`src/rtl/colparity_stage_pkg.sv`:
```
// -----------------------------------------------------------------------------
// colparity_stage_pkg
//
// Purpose:
//   Shared definitions for the column-parity mixing stage of the matrix
//   encoder. The definitions are:
//   - the line geometry constants.
//   - the stage FSM state type.
//   - a helper that folds a 5x5 slice down to its five column parities.
//
// Contents:
//   LINE_W       bits per line (one 5x5 slice)
//   DIM          side length of a slice
//   FRAME_LINES  lines per frame
//   state_t      LOAD (accepting a frame) / EMIT (draining mixed lines)
//   col_parity   C[x] = XOR over y of line[5*y + x]
// -----------------------------------------------------------------------------
package colparity_stage_pkg;

  localparam int LINE_W      = 25;
  localparam int DIM         = 5;
  localparam int FRAME_LINES = 64;

  typedef enum logic {
    LOAD = 1'b0,
    EMIT = 1'b1
  } state_t;

  // Column parity of one slice: bit x is the XOR of the five bits that share
  // column x, one from each row y.
  function automatic logic [DIM-1:0] col_parity(input logic [LINE_W-1:0] line);
    logic [DIM-1:0] par;
    par = '0;
    for (int y = 0; y < DIM; y++) begin
      for (int x = 0; x < DIM; x++) begin
        par[x] = par[x] ^ line[DIM*y + x];
      end
    end
    return par;
  endfunction

endpackage

```
`src/rtl/colparity_stage_theta_mix.sv`:
```
// -----------------------------------------------------------------------------
// theta_mix
//
// Purpose:
//   Purely combinational column-parity mix of one slice. Every bit of the
//   slice is XORed with two column parities:
//   - the parity of the neighbouring column to its left, taken from the
//     same slice.
//   - the parity of the neighbouring column to its right, taken from the
//     previous slice.
//
// Ports:
//   line      in   LINE_W  slice z
//   par_cur   in   DIM     column parities C[.][z]
//   par_prev  in   DIM     column parities C[.][z-1] (wrapped by the caller)
//   mixed     out  LINE_W  mixed slice:
//                          mixed[5y+x] = line[5y+x] ^ C[(x+4)%5][z] ^ C[(x+1)%5][z-1]
// -----------------------------------------------------------------------------
module theta_mix
  import colparity_stage_pkg::*;
(
  input  logic [LINE_W-1:0] line,
  input  logic [DIM-1:0]    par_cur,
  input  logic [DIM-1:0]    par_prev,
  output logic [LINE_W-1:0] mixed
);

  // NOTE: every signal written in an always_comb gets a default before any
  // conditional or loop assignment, so no path can leave it unassigned and
  // infer a latch.
  always_comb begin
    mixed = '0;
    for (int y = 0; y < DIM; y++) begin
      for (int x = 0; x < DIM; x++) begin
        // (x + DIM - 1) % DIM is x-1 with wrap, kept non-negative.
        mixed[DIM*y + x] = line[DIM*y + x]
                         ^ par_cur[(x + DIM - 1) % DIM]
                         ^ par_prev[(x + 1) % DIM];
      end
    end
  end

endmodule

```
`src/rtl/colparity_stage.sv`:
```
// -----------------------------------------------------------------------------
// colparity_stage
//
// Purpose:
//   This is the frame-based column-parity mixing stage. The stage runs in
//   two phases:
//   - LOAD: it accepts LINES slices and stores each line in a buffer. The
//     line's column parity is stored next to it.
//   - EMIT: it emits LINES mixed slices in order.
//   Slice 0's output needs the parity of the last slice, so a whole frame
//   must be resident before the first output can be produced.
//
// Parameters:
//   LINES  lines per frame (power of two >= 2)
//   W      line width (fixed at 25, one 5x5 slice)
//
// Ports:
//   clk        in   1      rising-edge clock
//   rst        in   1      asynchronous reset, active high
//   in_valid   in   1      upstream presents in_line
//   in_ready   out  1      stage accepts in_line (high throughout LOAD)
//   in_line    in   W      input slice
//   out_valid  out  1      out_line / out_index valid (high throughout EMIT)
//   out_ready  in   1      downstream accepts the output
//   out_line   out  W      mixed slice (0 while not emitting)
//   out_index  out  log2   slice number z of out_line
//   done       out  1      one-cycle pulse after the last output transfer
//
// All outputs decode registered state only; no input reaches an output
// combinationally.
// -----------------------------------------------------------------------------
module colparity_stage
  import colparity_stage_pkg::*;
#(
  parameter int LINES = FRAME_LINES,
  parameter int W     = LINE_W
) (
  input  logic                     clk,
  input  logic                     rst,
  input  logic                     in_valid,
  output logic                     in_ready,
  input  logic [W-1:0]             in_line,
  output logic                     out_valid,
  input  logic                     out_ready,
  output logic [W-1:0]             out_line,
  output logic [$clog2(LINES)-1:0] out_index,
  output logic                     done
);

  localparam int               IDX_W    = $clog2(LINES);
  localparam logic [IDX_W-1:0] LAST_IDX = IDX_W'(LINES - 1);
  localparam logic [IDX_W-1:0] IDX_ONE  = IDX_W'(1);

  state_t           state_q;
  state_t           state_d;
  logic [IDX_W-1:0] wr_idx;
  logic [IDX_W-1:0] rd_idx;
  logic [IDX_W-1:0] rd_prev;
  logic             done_q;
  logic             in_xfer;
  logic             out_xfer;
  logic [W-1:0]     mix_line;

  logic [W-1:0]     line_mem [LINES];
  logic [DIM-1:0]   par_mem  [LINES];

  assign in_xfer  = in_valid  & in_ready;
  assign out_xfer = out_valid & out_ready;

  // ---------------------------------------------------------------------------
  // FSM next-state and handshake outputs
  // ---------------------------------------------------------------------------
  always_comb begin
    state_d   = state_q;
    in_ready  = 1'b0;
    out_valid = 1'b0;
    case (state_q)
      LOAD: begin
        in_ready = 1'b1;
        if (in_valid && (wr_idx == LAST_IDX)) begin
          state_d = EMIT;
        end
      end
      EMIT: begin
        out_valid = 1'b1;
        if (out_ready && (rd_idx == LAST_IDX)) begin
          state_d = LOAD;
        end
      end
      default: state_d = LOAD;
    endcase
  end

  // ---------------------------------------------------------------------------
  // State, counters and done pulse
  // ---------------------------------------------------------------------------
  // NOTE: sequential state uses non-blocking assignments so every register
  // samples the pre-edge values of the others, regardless of statement order.
  always_ff @(posedge clk or posedge rst) begin
    if (rst) begin
      state_q <= LOAD;
      wr_idx  <= '0;
      rd_idx  <= '0;
      done_q  <= 1'b0;
    end else begin
      state_q <= state_d;
      done_q  <= out_xfer && (rd_idx == LAST_IDX);
      // LINES is a power of two, so both counters wrap to 0 by overflow
      // exactly when a frame boundary is crossed.
      if (in_xfer) begin
        wr_idx <= wr_idx + IDX_ONE;
      end
      if (out_xfer) begin
        rd_idx <= rd_idx + IDX_ONE;
      end
    end
  end

  // ---------------------------------------------------------------------------
  // Line and parity buffers
  // ---------------------------------------------------------------------------
  // NOTE: the buffers are deliberately left out of reset. Every entry is
  // written during LOAD before EMIT can read it, and out_line is masked
  // outside EMIT, so stale contents are never observable.
  always_ff @(posedge clk) begin
    if (in_xfer) begin
      line_mem[wr_idx] <= in_line;
      par_mem[wr_idx]  <= col_parity(in_line);
    end
  end

  // ---------------------------------------------------------------------------
  // Output mix
  // ---------------------------------------------------------------------------
  // Index arithmetic wraps at LINES, so slice 0 pairs with slice LINES-1.
  assign rd_prev = rd_idx - IDX_ONE;

  theta_mix u_theta_mix (
    .line     (line_mem[rd_idx]),
    .par_cur  (par_mem[rd_idx]),
    .par_prev (par_mem[rd_prev]),
    .mixed    (mix_line)
  );

  // Masking with out_valid keeps out_line at 0 in reset and LOAD, where the
  // buffer at rd_idx may hold an old or never-written line.
  assign out_line  = out_valid ? mix_line : '0;
  assign out_index = rd_idx;
  assign done      = done_q;

endmodule

```
`config.mk`:
```
export PLATFORM = sky130hd
export DESIGN_NAME = colparity_stage
export DESIGN_NICKNAME = d
export VERILOG_FILES = /design/src/rtl/colparity_stage_pkg.sv /design/src/rtl/colparity_stage_theta_mix.sv /design/src/rtl/colparity_stage.sv
export SDC_FILE = /design/constraint.sdc
export NUM_CORES = 2
export LEC_CHECK = 0
export CORE_MARGIN = 2
export CORE_UTILIZATION = 45
export CTS_CLUSTER_DIAMETER = 50
export CTS_CLUSTER_SIZE = 16
export DETAILED_ROUTE_END_ITERATION = 8
export PLACE_DENSITY = 0.68
export SYNTH_ARGS = -nofsm -noshare
export SYNTH_HDL_FRONTEND = slang
export SYNTH_SLANG_ARGS = --single-unit
```
`constraint.sdc`:
```
create_clock -name clk -period 7.7 [get_ports clk]
set_input_delay 1.54 -clock clk [delete_from_list [all_inputs] [get_ports clk]]
set_output_delay 1.54 -clock clk [all_outputs]
set_load 0.01 [all_outputs]
```
==> reports/qor.yml <==
drt_drc_violations_left: 0
ys_ff_latch: 1934
io_buffers: 62
grt_util_all_layers_pct: 23.1
synth_warnings: 0
wl_per_cell_um: 32.3
dieHeight_um: 418
start_kind: "register"
grt_max_degree: 107
min_period_ns: 7.43
hold_violations: 0
ios: 63
r2r_slack_ns: 3.59
max-slew-margin-rel_pct: 16.3
fill_cells: 13330
holdWs_ns: 0.552
cap_violations: 0
clock_sinks: 1934
critPathSlowestCell: "ha_4"
min_period_over_period_pct: 96.5
critPathKind: "register to primary output"
fp-row-count: 152
critPathMaxStageDelay_ns: 0.80
crit_top_cell: "mux2i_1"
grt_antenna_before_repair: 1
worstPathArrival_ns: 5.89
multiInputGateArea_sq_um: 18800
postSynthCellCount: 3730
clock-root-buffer: "clkbuf_16"
grt_first_pass_wirelength_mm: 288
fin_util_pct: 50.8
finalSetupViolCount: 0
cp.required_ns: 6.16
ys_async_sr_fraction_pct: 0.724
gp_congestion: 0.841
synthTopCellsByArea: "edfxtp_1 (75%), mux4_2 (13%), mux2i_1 (2.7%)"
synth-main-ff-cell: "edfxtp_1"
rsz0062_at_grt: "no"
irDropWorstVdd_mv: 0.235
vias: 39659
status: "finished, final reports clean"
finClkSkew_ns: 0.0275
die_w_um: 418
cts_resized: 0
yosysTopAreaCellShare_pct: 74.6
hold_buffers: 0
synth_cell_types: 54
syn-num-nets: 3762
yosys.area_share.adder_pct: 0.0486
synth_edf_count: 1920
syn_area_sq_um: 77300
die_area_sq_um: 175000
synth_top_family_by_area: "multiplexers"
dp_hpwl_mm: 119
synth-compound-area-share_pct: 3.33
grt_pass1_vias: 38605
synth_area_per_cell_sq_um: 20.7
cts_setup_buffers: 0
endpoint_kind: "primary output"
synth.area.mux_share_pct: 16.3
ant_nets: 0
yosysSeqAreaShare_pct: 75.0
slew_viol_final: 0
crit_fanout: 47
clockBufferDepth: 3
syn_to_final_growth_pct: 12.4
wirelength_mm: 202
yosys.area_share.simple_pct: 2.88
ctsHtreeMaxLevel: 4
seqCellArea_sq_um: 58000
avgViaCountPerCell: 6.34
power_density_nw_per_um2: 297
max_freq_mhz: 135
grt-ovfl-total: 0
setup_tns_ns: 0
p_leak_nw: 25.9
cts_buffers: 163
dr.pass1.iters: 6
clock_latency_ns: 0.81
start_util_pct: 45.2
nets: 3939
cts_tree: "done"
yosys.area.top_type: "edfxtp_1"
synthXorXnorAreaFrac_pct: 0.928
crit_chain: "inv_1 > ha_4 > mux4_2 > mux2i_1 > mux2i_1 > mux2i_1 > mux2i_1 > xnor2_1 > buf_4 > xor2_1 > nor2_1 > clkdlybuf4s50_1"
clkTransAtPathRegs_ns: 0.07
first_iter_violations: 5595
hp-class: "register to register"
drive_above_1_share_pct: 25.2
core_area_sq_um: 171000
worst_pin_slew_ns: 1.25
[worst max-delay path, delay by kind of cell (launching register included)]
kind                     cells  cell delay (ns)
multiplexers                 5             1.18
buffers and inverters        3             1.16
XOR/XNOR                     2             0.72
flip-flops                   1             0.71
AND/OR/NAND/NOR              1             0.45
adder cells (fa/ha/maj)      1             0.80
[power by group]
part / internal, mW / switching [mW]
Clock: 4.53 / 3.80
Sequential: 12.1 / 0.151
Combinational: 2.09 / 3.12
Total: 18.7 / 7.07
[synth_stat cells (5+ instances only)]
cell	instances
buf_4	22
nand2_1	124
buf_1	13
clkbuf_1	89
o2111ai_1	5
o21ai_0	21
o221ai_1	14
xnor2_1	67
and2_1	19
edfxtp_1	1920
mux4_2	458
buf_2	91
nor3b_1	6
nor2_1	110
dfrtp_1	14
nand3_1	45
a21oi_1	48
nor3_1	19
nor4_1	14
o211ai_1	64
a221oi_1	5
a22oi_1	188
mux2_2	16
nand4_1	51
nand2b_1	7
nor2b_1	16
xor2_1	13
mux2i_1	212
buf_6	8
[registers in the layout, summed over array words and instances, names as in the netlist]
register	count
wr_idx	6
done	1
line_mem	1600
par_mem	320
out_index	6
state_q	1
[kinds of logic (layout without fill, tap and decap cells)]
kind of cell,after synthesis,count (layout)
flops,1934,1934
mux,686,686
simple gates,440,440
compound gates,359,359
buf+inv,227,514
xor+xnor,81,81
fa+ha+maj,3,3
other cells,0,1
[through the flow]
| stage | area [sq um] | setup WS, ns | total power [mW] | cells |
|---|---|---|---|---|
| CTS | 86900 | 0.295 | 25.9 | 6250 |
| global placement | 81600 | 1.21 | 17.6 | 5975 |
| floorplan | 77300 | 2.41 | 15.9 | 3730 |
| finish | 86900 | 0.267 | 25.8 | 6251 |
| detailed placement | 81600 | 1.19 | 17.7 | 5975 |
| global route | 86900 | 0.187 | 26.5 | 6250 |
[cell usage in the layout (no fill, tap or decap), types with 45 or more instances in the layout]
cell       synthesis  layout
a21oi_1           48      48
a22oi_1          188     188
buf_4             22     160
clkbuf_16          0     169
edfxtp_1        1920    1920
mux2i_1          212     212
mux4_2           458     458
nand2_1          124     124
nand3_1           45      45
nand4_1           51      51
nor2_4             0      67
o211ai_1          64      64
xnor2_1           67      61
[worst paths after layout]
path / start / to / depth (start not counted)
max reg2reg: state_q / line_mem[39][15] / 5
min: wr_idx[2] / wr_idx[2] / 1
min reg2reg: wr_idx[2] / wr_idx[2] / 1
max: out_index[0] / out_line[23] / 12
min in group asynchronous: rst / wr_idx[2] / 2
max in group asynchronous: rst / out_index[2] / 2
[per-layer routing]
metal	vias up	wire length, um	global-route usage [%]
li1	16013	-	-
met1	21170	80200	32.9
met2	2171	96400	36.3
met3	305	18300	4.01
met4	0	7240	8.00
met5	-	0	0
[layout make-up]
cell class | instances | area share [%]
flip-flops and latches | 1934 | 66.8
diodes | 1 | 0.00288
clock inverters | 84 | 1.13
inverters | 4 | 0.0173
multi-input cells | 1569 | 21.6
clock buffers | 191 | 4.96
repair buffers | 235 | 2.25
well taps | 2233 | 3.22
Note: power is estimated with default switching activity, not from simulation.
